<file path="config.mk">
export PLATFORM = sky130hd
export DESIGN_NAME = zx_pager
export DESIGN_NICKNAME = d
export VERILOG_FILES = /design/src/rtl/zx_pkg.sv /design/src/rtl/zx_io_strobe.sv /design/src/rtl/zx_pager.sv
export SDC_FILE = /design/constraint.sdc
export NUM_CORES = 1
export LEC_CHECK = 0
export ABC_AREA = 1
export BUFFER_PORTS_ARGS = -buffer_cell sky130_fd_sc_hd__clkbuf_2
export CORE_MARGIN = 2
export CORE_UTILIZATION = 45
export DETAILED_ROUTE_END_ITERATION = 10
export PLACE_DENSITY = 0.85
export SYNTH_ARGS = -nofsm -noshare
export SYNTH_HDL_FRONTEND = slang
export SYNTH_HIERARCHICAL = 1
export SYNTH_SLANG_ARGS = --single-unit
</file>
<file path="constraint.sdc">
create_clock -name clock_25 -period 1.36 [get_ports clock_25]
set_input_delay 0 -clock clock_25 [delete_from_list [all_inputs] [get_ports clock_25]]
set_output_delay 0 -clock clock_25 [all_outputs]
set_load 0.005 [all_outputs]
</file>
<file path="src/rtl/zx_pkg.sv">
// Shared constants for the 128K/+3 style memory pager: I/O port addresses,
// paging-register bit positions, the all-RAM slot map and port decode helpers.
package zx_pkg;

  localparam logic [15:0] PORT_FE   = 16'h00FE;
  localparam logic [15:0] PORT_7FFD = 16'h7FFD;
  localparam logic [15:0] PORT_1FFD = 16'h1FFD;

  // 7FFD layout
  localparam int P7_BANK_LO = 0;
  localparam int P7_SCREEN  = 3;
  localparam int P7_ROM     = 4;
  localparam int P7_LOCK    = 5;
  localparam int P7_BANK_HI = 6;

  // 1FFD layout
  localparam int P1_SPECIAL = 0;
  localparam int P1_CFG     = 1;
  localparam int P1_ROM_HI  = 2;

  localparam logic [2:0] BANK_SCREEN = 3'd5;
  localparam logic [2:0] BANK_MID    = 3'd2;

  // One row per special config; slot s occupies bits [3s+2:3s].
  localparam logic [3:0][11:0] SPECIAL_MAP = {
    {3'd3, 3'd6, 3'd7, 3'd4},
    {3'd3, 3'd6, 3'd5, 3'd4},
    {3'd7, 3'd6, 3'd5, 3'd4},
    {3'd3, 3'd2, 3'd1, 3'd0}
  };

  function automatic logic [2:0] special_bank(input logic [1:0] cfg, input logic [1:0] slot);
    return SPECIAL_MAP[cfg][3*slot +: 3];
  endfunction

  // The ULA port only looks at A0.
  function automatic logic hit_fe(input logic a0);
    return a0 == PORT_FE[0];
  endfunction

  function automatic logic hit_7ffd(input logic [15:0] a, input logic full);
    if (full) return a == PORT_7FFD;
    return (a[15] == PORT_7FFD[15]) && (a[1] == PORT_7FFD[1]);
  endfunction

  function automatic logic hit_1ffd(input logic [15:0] a, input logic full);
    if (full) return a == PORT_1FFD;
    return (a[15:12] == PORT_1FFD[15:12]) && (a[1] == PORT_1FFD[1]);
  endfunction

endpackage

</file>
<file path="src/rtl/zx_io_strobe.sv">
// Synchronises the async CPU strobes and emits one registered write pulse per OUT
// cycle together with the held A/D; pulse lands 3 clocks after nWR falls, no backpressure.
module zx_io_strobe (
  input  logic        clock_25,
  input  logic        RESET_N,
  input  logic [15:0] A,
  input  logic [7:0]  D,
  input  logic        nIORQ,
  input  logic        nRD,
  input  logic        nWR,
  output logic        wr_evt,
  output logic [15:0] wr_addr,
  output logic [7:0]  wr_data
);

  logic [1:0] iorq_s;
  logic [1:0] rd_s;
  logic [1:0] wr_s;
  logic       io_wr;
  logic       io_wr_q;
  logic [1:0] settle;

  assign io_wr = ~iorq_s[1] & rd_s[1] & ~wr_s[1];

  // settle blocks the first edges after reset so a strobe that was already
  // active while in reset never counts as a fresh write.
  always_ff @(posedge clock_25) begin
    if (!RESET_N) begin
      iorq_s  <= 2'b11;
      rd_s    <= 2'b11;
      wr_s    <= 2'b11;
      io_wr_q <= 1'b0;
      settle  <= 2'd3;
      wr_evt  <= 1'b0;
      wr_addr <= '0;
      wr_data <= '0;
    end else begin
      iorq_s  <= {iorq_s[0], nIORQ};
      rd_s    <= {rd_s[0], nRD};
      wr_s    <= {wr_s[0], nWR};
      io_wr_q <= io_wr;
      if (settle != 2'd0) settle <= settle - 2'd1;
      wr_evt  <= io_wr & ~io_wr_q & (settle == 2'd0);
      if (!wr_s[1]) begin
        wr_addr <= A;
        wr_data <= D;
      end
    end
  end

endmodule

</file>
<file path="src/rtl/zx_pager.sv">
// 128K/+3 style paging: decodes OUT to FE/7FFD/1FFD into paging registers and maps
// the live CPU address to RAM/ROM combinationally; register change 3-4 clocks after nWR, no backpressure.
module zx_pager
  import zx_pkg::*;
#(
  parameter int RAM_BANK_BITS = 3,
  parameter int FULL_DECODE   = 0,
  parameter int EXT_PORT_EN   = 0
) (
  input  logic                        clock_25,
  input  logic                        RESET_N,
  input  logic [15:0]                 A,
  input  logic [7:0]                  D,
  input  logic                        nIORQ,
  input  logic                        nRD,
  input  logic                        nWR,
  output logic [14+RAM_BANK_BITS-1:0] ram_addr,
  output logic [15:0]                 rom_addr,
  output logic                        is_rom,
  output logic                        mem_we,
  output logic                        scr_bank,
  output logic [2:0]                  border,
  output logic                        paging_locked
);

  logic        wr_evt;
  logic [15:0] wr_addr;
  logic [7:0]  wr_data;

  zx_io_strobe u_io_strobe (
    .clock_25 (clock_25),
    .RESET_N  (RESET_N),
    .A        (A),
    .D        (D),
    .nIORQ    (nIORQ),
    .nRD      (nRD),
    .nWR      (nWR),
    .wr_evt   (wr_evt),
    .wr_addr  (wr_addr),
    .wr_data  (wr_data)
  );

  logic [7:0] p7ffd;
  logic [2:0] p1ffd;
  logic       sel_fe;
  logic       sel_7ffd;
  logic       sel_1ffd;
  logic       locked;

  assign sel_fe   = hit_fe(wr_addr[0]);
  assign sel_7ffd = hit_7ffd(wr_addr, FULL_DECODE != 0);
  assign sel_1ffd = (EXT_PORT_EN != 0) && hit_1ffd(wr_addr, FULL_DECODE != 0);
  assign locked   = p7ffd[P7_LOCK];

  // Both paging ports check the lock as it stood before this write, so an
  // address hitting several ports updates them all consistently.
  always_ff @(posedge clock_25) begin
    if (!RESET_N) begin
      p7ffd  <= '0;
      p1ffd  <= '0;
      border <= '0;
    end else if (wr_evt) begin
      if (sel_fe) border <= wr_data[2:0];
      if (!locked && sel_7ffd) p7ffd <= wr_data;
      if (!locked && sel_1ffd) p1ffd <= wr_data[2:0];
    end
  end

  logic [1:0]               slot;
  logic [4:0]               sel_wide;
  logic [RAM_BANK_BITS-1:0] sel_bank;
  logic [RAM_BANK_BITS-1:0] bank;

  assign slot     = A[15:14];
  assign sel_wide = {p7ffd[P7_BANK_HI +: 2], p7ffd[P7_BANK_LO +: 3]};
  assign sel_bank = RAM_BANK_BITS'(sel_wide);

  always_comb begin
    bank   = '0;
    is_rom = 1'b0;
    if (p1ffd[P1_SPECIAL]) begin
      bank = RAM_BANK_BITS'(special_bank(p1ffd[P1_CFG +: 2], slot));
    end else begin
      case (slot)
        2'd0:    is_rom = 1'b1;
        2'd1:    bank = RAM_BANK_BITS'(BANK_SCREEN);
        2'd2:    bank = RAM_BANK_BITS'(BANK_MID);
        default: bank = sel_bank;
      endcase
    end
  end

  assign ram_addr      = {bank, A[13:0]};
  assign rom_addr      = {p1ffd[P1_ROM_HI], p7ffd[P7_ROM], A[13:0]};
  // Raw strobes keep the write enable inside the CPU's own timing window.
  assign mem_we        = nIORQ & nRD & ~nWR & ~is_rom;
  assign scr_bank      = p7ffd[P7_SCREEN];
  assign paging_locked = p7ffd[P7_LOCK];

endmodule
</file>
==> impl_metrics.toml <==
[timing]
clock.fmax_mhz = 944
drv_slew = 0
setup_tns_ps = 0
rsz0062_at_grt = "false"
hold_viol = 0
fin_crit_sh_pct = 77.9
fin_crit_ps = 1060
finalSetupViolations = 0
finalClockSkew_ps = 10.7

[floorplanning]
pin_count = 69
dieArea_um2 = 3470
die_y_um = 58.9
start_util_pct = 48.4
core_um2 = 2810
rows = 19
fp.dieW_um = 58.9

[critical_path]
startpoint = "u_io_strobe/settle[0]$_SDFFE_PN1P_"
worstPathRequired_ps = 1620
critPathTopFamily = "flip-flops"
cp-end-kind = "flop"
start_kind = "flop"
crit_chain = "inv_1 -> ha_1 -> or2_2 -> nand2_1"
path_class = "reg -> reg"
crit_fanout = 5
crit_slowest_cell = "dfxtp_1"
critPathBufInv = 1
max_stage_delay_ps = 360
crit_arrival_ps = 1320
regToRegStartpoint = "u_io_strobe/settle[0]$_SDFFE_PN1P_"

[clocking]
cts_buffers = 3
insertion_delay_ps = 310
htree_levels = 1
cts_hold_buf = 12
path_clk_slew_ps = 120
clock_path_buffers = 2
post_cts_buffers = 0
cts_sinks = 28
cts_tree = "built"
root_buffer = "clkbuf_4"
ctsResizeCount = 0

[status]
status = "finished, violations left"
violations = "DRC"

[global_route]
grt_start_max_net_pins = 21
antenna_found_initial = 0
grt_pass1_wl_mm = 3.32
grt_overflow_total = 0
track_usage_pct = 12.5
grt_pass1_vias = 828

[detailed_routing]
wl_per_cell_um = 9.17
num_vias = 974
vias_per_cell = 4.55
post-route-drc-count = 4
dr.pass1.iters = 7
finalWirelength_mm = 1.96
drt-initial-drc-count = 31
postRouteAntennaNets = 0

[power]
ir_worst_vdd_mv = 0.447
leakage_nw = 0.655
powerDensity_nw_per_um2 = 988

[logic_synthesis]
syn-cell-area_um2 = 1360
ys_warn_count = 6
syn_nets = 207
netlist_instances = 177
synth.avg_cell_area_um2 = 7.67

[placement]
portBuffers = 29
gp_congestion = 0.749
dp_hpwl_mm = 1.44

[finish]
final_util_pct = 49.3
area_growth_pct = 1.84
nNetsFinal = 215
drive_above_1_share_pct = 21.9
diodes = 0

[job]
cap_violations = 0

[worst_hold_path]
hold_path_class = "in -> out"
min_from = "A[3]"
final timing paths:
kind	end	slack (ps)	cells past startpoint
max	u_io_strobe/settle[0]$_SDFFE_PN1P_	300	4
min	ram_addr[3]	0.004	0
max reg2reg	u_io_strobe/settle[0]$_SDFFE_PN1P_	300	4
min reg2reg	u_io_strobe/rd_s[1]$_SDFF_PN1_	420	1
stage by stage:
step | total power [mW] | setup WS [ps] | instance area (um^2) | hold WS [ps] | std cells
2_1_floorplan | 1.07 | 370 | 1360 | 33.9 | 177
3_3_place_gp | 1.04 | 332 | 1240 | 0.0536 | 199
3_5_place_dp | 1.05 | 320 | 1240 | 0.0536 | 199
4_1_cts | 1.38 | 292 | 1380 | 0.0536 | 214
5_1_grt | 1.45 | 163 | 1380 | 0.0191 | 214
6_report | 1.37 | 301 | 1380 | 0.00393 | 214
power by group:
part           switching (mW)  leakage, nW  internal, mW  total, mW
clock                   0.210       0.0138         0.103      0.314
combinational          0.0852        0.412        0.0937      0.179
sequential             0.0193        0.229         0.854      0.874
cell type report:
cell class / count / area (um^2)
fill: 279 / 1420
sequential: 28 / 561
multi-input combinational: 90 / 410
timing repair buffer: 42 / 273
inverter: 20 / 77.6
tap: 31 / 38.8
clock buffer: 3 / 22.5
cell usage in the layout, fill, tap and decap left out:
| cell | count |
|---|---|
| nor3_1 | 1 |
| nor2_1 | 39 |
| o21ai_1 | 6 |
| or2_1 | 6 |
| inv_1 | 18 |
| buf_4 | 1 |
| conb_1 | 1 |
| ha_1 | 1 |
| dfxtp_1 | 28 |
| nand3_1 | 5 |
| inv_4 | 1 |
| nand2_1 | 14 |
| nand3_2 | 1 |
| inv_2 | 1 |
| clkbuf_2 | 29 |
| or2_2 | 2 |
| o21ai_0 | 5 |
| clkbuf_4 | 3 |
| dlygate4sd3_1 | 12 |
| a21oi_2 | 1 |
| a21oi_1 | 7 |
| nor2_2 | 1 |
flip-flops by register name, indices dropped and copies added (netlist names):
register and flops:
u_io_strobe/io_wr_q 1, u_io_strobe/rd_s 2, u_io_strobe/wr_addr 3, u_io_strobe/wr_s 2
u_io_strobe/wr_evt 1, p7ffd 6, u_io_strobe/wr_data 6, u_io_strobe/iorq_s 2
border 3, u_io_strobe/settle 2
per-layer routing:
metal / part of all wire, % / GRT usage, % / vias up
met3: 6.0 / 4.40 / 2
met2: 51 / 21.6 / 27
met5: 0 / 0 / -
met1: 42 / 14.5 / 429
li1: - / - / 516
met4: 0.82 / 3.90 / 0
Note: power is estimated with default switching activity, not from simulation.
